==> config.mk <==
export PLATFORM = sky130hd
export DESIGN_NAME = qam_sym_packer
export DESIGN_NICKNAME = d
export VERILOG_FILES = /design/src/rtl/qam_sym_packer.sv
export SDC_FILE = /design/constraint.sdc
export NUM_CORES = 1
export LEC_CHECK = 0
export CAP_MARGIN = 15
export CORE_ASPECT_RATIO = 0.7
export CORE_MARGIN = 2
export CORE_UTILIZATION = 51
export CTS_BUF_LIST = sky130_fd_sc_hd__clkbuf_8 sky130_fd_sc_hd__clkbuf_16
export DETAILED_ROUTE_END_ITERATION = 8
export PLACE_DENSITY_LB_ADDON = 0.05
export SYNTH_ARGS = -nofsm -noshare
export SYNTH_HDL_FRONTEND = slang
export SYNTH_SLANG_ARGS = --single-unit
==> constraint.sdc <==
create_clock -name axi_clk -period 2.61 [get_ports axi_clk]
set_input_delay 0.522 -clock axi_clk [delete_from_list [all_inputs] [get_ports axi_clk]]
set_output_delay 0.522 -clock axi_clk [all_outputs]
set_load 0.01 [all_outputs]
==> src/rtl/qam_sym_packer.sv <==
// qam_sym_packer
//   Converts a framed byte stream into 4-bit symbols for the 16-QAM modulator.
//   Each frame starts with an alternating preamble (PRE_SYM, ~PRE_SYM, ...).
//   After the preamble, each byte is sent as two nibbles, MS nibble first.
//
// Ports
//   axi_clk    clock, rising edge
//   axi_rst    synchronous active-high reset
//   s_valid    byte input handshake: valid
//   s_data     byte input: data
//   s_last     byte input: last byte of frame
//   s_ready    byte input handshake: ready
//   sym_valid  symbol output: valid
//   sym_data   symbol output: data
//   sym_ready  symbol output: downstream ready
//   sym_sof    high with the first preamble symbol of each frame
//   busy       high whenever the packer is not idle
//   frame_cnt  completed frames, wraps at all-ones
//
// state    | meaning
// ---------+-----------------------------------------------------------
// ST_IDLE  | waiting for the first byte of a frame, buffer empty
// ST_PRE   | emitting preamble symbols, first byte held in buffer
// ST_DATA  | emitting nibbles of buffered bytes, refilling as they drain

module qam_sym_packer #(
   parameter int           PREAMBLE_LEN = 8,
   parameter logic [3:0]   PRE_SYM      = 4'h3,
   parameter int           CNT_WIDTH    = 16
) (
   input  logic                 axi_clk,
   input  logic                 axi_rst,
   input  logic                 s_valid,
   input  logic [7:0]           s_data,
   input  logic                 s_last,
   output logic                 s_ready,
   output logic                 sym_valid,
   output logic [3:0]           sym_data,
   input  logic                 sym_ready,
   output logic                 sym_sof,
   output logic                 busy,
   output logic [CNT_WIDTH-1:0] frame_cnt
);

   localparam int PCW = $clog2(PREAMBLE_LEN + 1);
   localparam logic [PCW-1:0] PRE_LAST = PCW'(PREAMBLE_LEN - 1);

   typedef enum logic [1:0] {
      ST_IDLE = 2'd0,
      ST_PRE  = 2'd1,
      ST_DATA = 2'd2
   } state_t;

   state_t               state_q, state_d;
   logic [7:0]           buf_data_q, buf_data_d;
   logic                 buf_last_q, buf_last_d;
   logic                 buf_full_q, buf_full_d;
   logic                 nib_sel_q, nib_sel_d;
   logic [PCW-1:0]       pre_cnt_q, pre_cnt_d;
   logic [CNT_WIDTH-1:0] frame_cnt_q, frame_cnt_d;

   logic       s_ready_w;
   logic       sym_valid_w;
   logic [3:0] sym_data_w;
   logic       sym_sof_w;
   logic       s_hs;
   logic       sym_hs;

   // Output decode from registered state. s_ready in ST_DATA looks at
   // sym_ready so a byte can be refilled in the same cycle the last
   // nibble of the previous byte leaves, keeping the stream bubble-free.
   always_comb begin
      s_ready_w   = 1'b0;
      sym_valid_w = 1'b0;
      sym_data_w  = 4'h0;
      sym_sof_w   = 1'b0;
      unique case (state_q)
         ST_IDLE: begin
            s_ready_w = 1'b1;
         end
         ST_PRE: begin
            sym_valid_w = 1'b1;
            sym_data_w  = pre_cnt_q[0] ? ~PRE_SYM : PRE_SYM;
            sym_sof_w   = (pre_cnt_q == '0);
         end
         ST_DATA: begin
            sym_valid_w = buf_full_q;
            sym_data_w  = nib_sel_q ? buf_data_q[3:0] : buf_data_q[7:4];
            s_ready_w   = !buf_full_q || (nib_sel_q && sym_ready && !buf_last_q);
         end
         default: begin
            s_ready_w = 1'b0;
         end
      endcase
   end

   assign s_hs   = s_valid && s_ready_w;
   assign sym_hs = sym_valid_w && sym_ready;

   always_comb begin
      state_d     = state_q;
      buf_data_d  = buf_data_q;
      buf_last_d  = buf_last_q;
      buf_full_d  = buf_full_q;
      nib_sel_d   = nib_sel_q;
      pre_cnt_d   = pre_cnt_q;
      frame_cnt_d = frame_cnt_q;
      unique case (state_q)
         ST_IDLE: begin
            if (s_hs) begin
               buf_data_d = s_data;
               buf_last_d = s_last;
               buf_full_d = 1'b1;
               pre_cnt_d  = '0;
               state_d    = ST_PRE;
            end
         end
         ST_PRE: begin
            if (sym_hs) begin
               pre_cnt_d = pre_cnt_q + PCW'(1);
               if (pre_cnt_q == PRE_LAST) begin
                  nib_sel_d = 1'b0;
                  state_d   = ST_DATA;
               end
            end
         end
         ST_DATA: begin
            if (sym_hs) begin
               if (!nib_sel_q) begin
                  nib_sel_d = 1'b1;
               end else if (buf_last_q) begin
                  nib_sel_d   = 1'b0;
                  buf_full_d  = 1'b0;
                  frame_cnt_d = frame_cnt_q + CNT_WIDTH'(1);
                  state_d     = ST_IDLE;
               end else begin
                  nib_sel_d = 1'b0;
                  if (s_hs) begin
                     buf_data_d = s_data;
                     buf_last_d = s_last;
                  end else begin
                     buf_full_d = 1'b0;
                  end
               end
            end else if (s_hs) begin
               // buffer was empty (input gap): refill, start at MS nibble
               buf_data_d = s_data;
               buf_last_d = s_last;
               buf_full_d = 1'b1;
               nib_sel_d  = 1'b0;
            end
         end
         default: begin
            state_d = ST_IDLE;
         end
      endcase
   end

   always_ff @(posedge axi_clk) begin
      if (axi_rst) begin
         state_q     <= ST_IDLE;
         buf_data_q  <= 8'h00;
         buf_last_q  <= 1'b0;
         buf_full_q  <= 1'b0;
         nib_sel_q   <= 1'b0;
         pre_cnt_q   <= '0;
         frame_cnt_q <= '0;
      end else begin
         state_q     <= state_d;
         buf_data_q  <= buf_data_d;
         buf_last_q  <= buf_last_d;
         buf_full_q  <= buf_full_d;
         nib_sel_q   <= nib_sel_d;
         pre_cnt_q   <= pre_cnt_d;
         frame_cnt_q <= frame_cnt_d;
      end
   end

   // Handshake outputs are forced quiet while reset is held, even if the
   // state registers still hold a mid-frame state.
   assign s_ready   = s_ready_w   && !axi_rst;
   assign sym_valid = sym_valid_w && !axi_rst;
   assign sym_sof   = sym_sof_w   && !axi_rst;
   assign sym_data  = sym_data_w;
   assign busy      = (state_q != ST_IDLE) && !axi_rst;
   assign frame_cnt = frame_cnt_q;

endmodule

# [Word level (Yosys, flattened, before mapping)]
# Index checks and enable logic that the tools add are counted.
[word_totals] reg_bits=33 input_bits=13 word_cells=86
[op_classes] add_sub_neg=2 eq_ne=13 muxes=39 reduce_logical=25
[op_table] op="$mux 8" n=4
[op_table] op="$add 16x1->16 const B" n=1
[op_table] op="$mux 1" n=16
[op_table] op="$mux 4" n=4
[op_table] op="$pmux 4 s2" n=2
[op_table] op="$pmux 8 s2" n=1
[op_table] op="$mux 2" n=6
[op_table] op="$ne 2x2->1 const B" n=6
[op_table] op="$pmux 1 s2" n=5
[op_table] op="$ne 3x3->1 const B" n=3
[op_table] op="$reduce_and 3->1" n=3
[op_table] op="$logic_and 1x1->1" n=8
[op_table] op="$reduce_and 4->1" n=2
[op_table] op="$reduce_bool 2->1" n=4
[op_table] op="$pmux 2 s3" n=1
[op_table] op="$reduce_and 6->1" n=1
[op_table] op="$add 4x1->4 const B" n=1
[op_table] op="$eq 4x3->1 const B" n=1
[op_table] op="$logic_not 4->1" n=1
[op_table] op="$ne 4x4->1 const B" n=1
[op_table] op="$logic_not 1->1" n=3
[op_table] op="$eq 2x1->1 const B" n=1
[op_table] op="$eq 2x2->1 const B" n=1
[op_table] op="$logic_not 2->1" n=1
[op_table] op="other kinds (2)" n=2

# [Logic depth before layout (Yosys ltp)]
[depth] ltp_word=10 ltp_mapped=8 ltp_nobuf=6

# [Worst setup path before layout]
# OpenSTA, ideal clock, no wires.
[synth_timing] path_kind="reg-to-reg" start="register state_q[0]" end="register frame_cnt_q[13] (netlist: frame_cnt[13])" t_arrival_ns=2.062 t_required_ns=2.540 slack_ns=0.477 stages_incl_launch_ff=9 synth_period_minus_slack_ns=2.133 cell_sequence="dfxtp_1 inv_1 ha_1 buf_2 o2111ai_1 or3_1 buf_2 or4_1 a21oi_1"
[synth_between] elab_chain_len=4 word_cells_on_any_way=5
[synth_rtl] element="from (decl)" line_no="54" text="state_t state_q, state_d;"
[synth_rtl] element="from (signal assigned)" line_no="169" text="state_q <= state_d;"
[synth_rtl] element="$eq 2x2->1 / $eq 2x1->1 (equally long branches)" line_no="77, 108"
[synth_rtl] element="$pmux 1 s2" line_no="77" text="unique case (state_q)"
[synth_rtl] element="$logic_and 1x1->1" line_no="98" text="assign sym_hs = sym_valid_w && sym_ready;"
[synth_rtl] element="$reduce_and 4->1 (no line) *"
[synth_rtl] element="to (signal assigned)" line_no="175" text="frame_cnt_q <= frame_cnt_d;"
[synth_rtl] element="to (decl)" line_no="60" text="logic [CNT_WIDTH-1:0] frame_cnt_q, frame_cnt_d;"
# Mark *: on every way between the ends. The rest lies on a longest branch, timed or not.
# A chain may end at the register's enable or synchronous reset.

# [Worst setup path after layout]
[layout_timing] start="register state_q[0]" end="output s_ready"
[layout_between] elab_chain_len=3 word_cells_on_any_way=4
[layout_rtl] element="$eq 2x2->1 / $logic_not 2->1 (equally long branches)" line_no="77"
[layout_rtl] element="$pmux 1 s2 *" line_no="77"
[layout_rtl] element="$logic_and 1x1->1 *" line_no="181" text="assign s_ready = s_ready_w && !axi_rst;"
[layout_rtl] element="to (decl)" line_no="36" text="output logic s_ready,"
# Marked as above.

==> summary.txt <==
final WL: 4250 um
WL/cell: 13.5 um
Synth Flop Type: dfxtp_1
Crit path max-delay family: buffers and inverters
Die H: 53.8 um
DP HPWL: 3010 um
number of global-route vias before repair: 1540
io pins: 37
Yosys warning total: 0
GR Util All Layers: 22.5%
Fmax: 399 MHz
synth unique cells: 39
number of clock buffers inserted by TritonCTS: 5
clock sink count: 33
clock latency on the worst-skew pair: 280 ps
Layout area overhead: 30.3%
first-pass GRT wire length: 6860 um
htree depth: 2
initial antenna violation count: 0
Final Hold Viols: 0
Setup CP Type: flop to output port
Layout fillers: 317
clock root buffer: clkbuf_8
Clock Skew: 8.99 ps
worst-margin pin slew: 453 ps
syn nets: 244
synthesized area: 1810 um2
1st-iter DRT viols: 101
IO buf count: 36
layout cells sized above 1: 10.2%
placeable core region: 3470 um2
crit path DAT: 1990 ps
commonest non-fill, non-tap cell in the layout: clkdlybuf4s50_1
status: complete, no violations
clk buf depth: 2
crit path max fanout: 10
clock slew at reported path FFs: 70 ps
Worst Setup Start Kind: flop
Pleak: 0.798 nW
Final Max Tran Viols: 0
period utilization: 96.1%
grt ovf: 0
starting density of the core: 52.2%
non-filler cells, final: 314
Pint: 0.00102 W
Total Power: 0.00153 W
required time worst endpoint: 2090 ps
syn_area_per_cell: 8.08 um2
Buf/Inv on CP: 2
share of total power in sequential cells: 37.1%
switch share: 33.4%
Row Count: 18
Max VDD drop: 0.000304 V
DR vias: 1781
vias per inst: 5.67
Logic pwr share: 34.9%
Clock power frac: 28.0%
Seq/Total Area, Yosys: 36.5%
largest net degree at the start of global routing: 23
Antenna Diode Count: 0
Async SR Flop Fraction: 0%
CTS Hold Bufs: 0
count of final setup violators: 0
Power Density: 649 nW/um2
crit path cell chain: inv_1 -> ha_2 -> and4b_2 -> nor3_1 -> nor2_1 -> clkdlybuf4s50_1
first-pass detailed-route iteration total: 4
Max Cap Viol: 0
Final nets: 283
DRC viols: 0
sw power: 0.000511 W
Slowest cell on crit path: clkdlybuf4s50_1
die area: 4050 um2
antenna viol nets, final: 0
placed cells: 306
Syn Inst Count: 224
Hold Path Class: flop to flop
crit end category: output port
RePlAce Congestion: 0.799
RSZ-0062 raised after global routing: yes
Yosys reg bits: 33
Slew headroom: 69.7%
number of synthesized flops with an enable pin: 0
most frequent cells in the layout: clkdlybuf4s50_1 (35), dfxtp_1 (33), a21oi_1 (26)
Final min period: 2510 ps
slowest stage delay, CP: 540 ps
CTS tree: yes
Die W: 75.2 um
sequential cells by signal, indices dropped and copies added, names as in the netlist:
name	count
buf_last_q	1
frame_cnt	16
pre_cnt_q	4
state_q	2
nib_sel_q	1
buf_data_q	8
buf_full_q	1
cell type report:
type	instances	area, um2	area share (%)
clock buffer	7	96.3	4.09
clock inverter	1	5.00	0.212
inverter	7	26.3	1.11
multi-input combinational	171	1080	45.6
sequential	33	661	28.0
tap	50	62.6	2.65
timing repair buffer	45	430	18.3
power by group through the flow:
stage	clock network (W)	registers, W	logic [W]
final	0.000428	0.000568	0.000534
after global placement	0	0.000578	0.000517
after detailed placement	0	0.000579	0.000523
after CTS	0.000435	0.000567	0.000528
after global routing	0.000456	0.000572	0.000591
after floorplan	0	0.000572	0.000351
cell usage after synthesis (all sizes together) (3+ instances only):
cell type	count	area share, %
dfxtp	33	37
a21oi	26	7.2
o21ai	16	4.4
nand3	15	4.1
nand2	14	2.9
nor2	14	2.9
o31ai	11	4.6
nor2b	9	3.1
clkbuf	8	1.7
or4	8	3.3
ha	7	4.8
inv	7	1.5
nand4	7	2.4
buf	5	1.4
mux2	5	3.1
xnor2	5	2.4
nor3	4	1.1
nor4	4	1.4
and3	3	1.0
final timing paths:
path	from	endpoint	slack, ps	cells after the start
max	state_q[0]	s_ready	100	6
min	buf_data_q[2]	buf_data_q[2]	480	2
min reg2reg	buf_data_q[2]	buf_data_q[2]	480	2
max reg2reg	state_q[0]	frame_cnt[14]	220	6
worst min-delay path, cell delays in order, from the launching register on:
cell     delay (ps)
dfxtp_1         310
o21ai_0          60
a21oi_1          70
logic make-up (layout without fill, tap and decap cells):
| logic type | after synthesis | count (layout) | synth area share (%) |
|---|---|---|---|
| AOI/OAI and AO/OA | 62 | 62 | 20.3 |
| xor gates and xnor gates | 7 | 7 | 3.39 |
| adders and majority gates | 7 | 7 | 4.84 |
| buffers and inverters | 20 | 60 | 4.50 |
| DFF | 33 | 33 | 36.5 |
| muxes | 6 | 6 | 3.67 |
| and+or+nand+nor | 89 | 89 | 26.8 |
what timing repair did:
| item | 4_1_cts | 5_1_grt |
|---|---|---|
| hold endpoints to repair | 0 | 0 |
| gates resized for setup | 0 | 5 |
| buffers inserted | 0 | 0 |
| setup endpoints to repair | 0 | 6 |
per-stage QoR:
stage	setup TNS (ps)	hold slack [ps]	instance area (um2)	util [%]	worst slack [ps]
global placement	0	463	2240	64.7	21.0
global route	-40.6	506	2360	68.0	-40.6
CTS	0	480	2350	67.6	1.09
floorplan	0	450	1810	-	477
detailed placement	0	467	2240	64.7	19.4
finish	0	481	2360	68.0	102
per-layer routing:
metal  global-route usage, %  wire length, um
met2                    33.6             1850
met4                    9.06               21
met3                    5.81              238
met1                    31.2             2130
met5                       0                0
No activity file was read; power rests on OpenSTA's default activity.
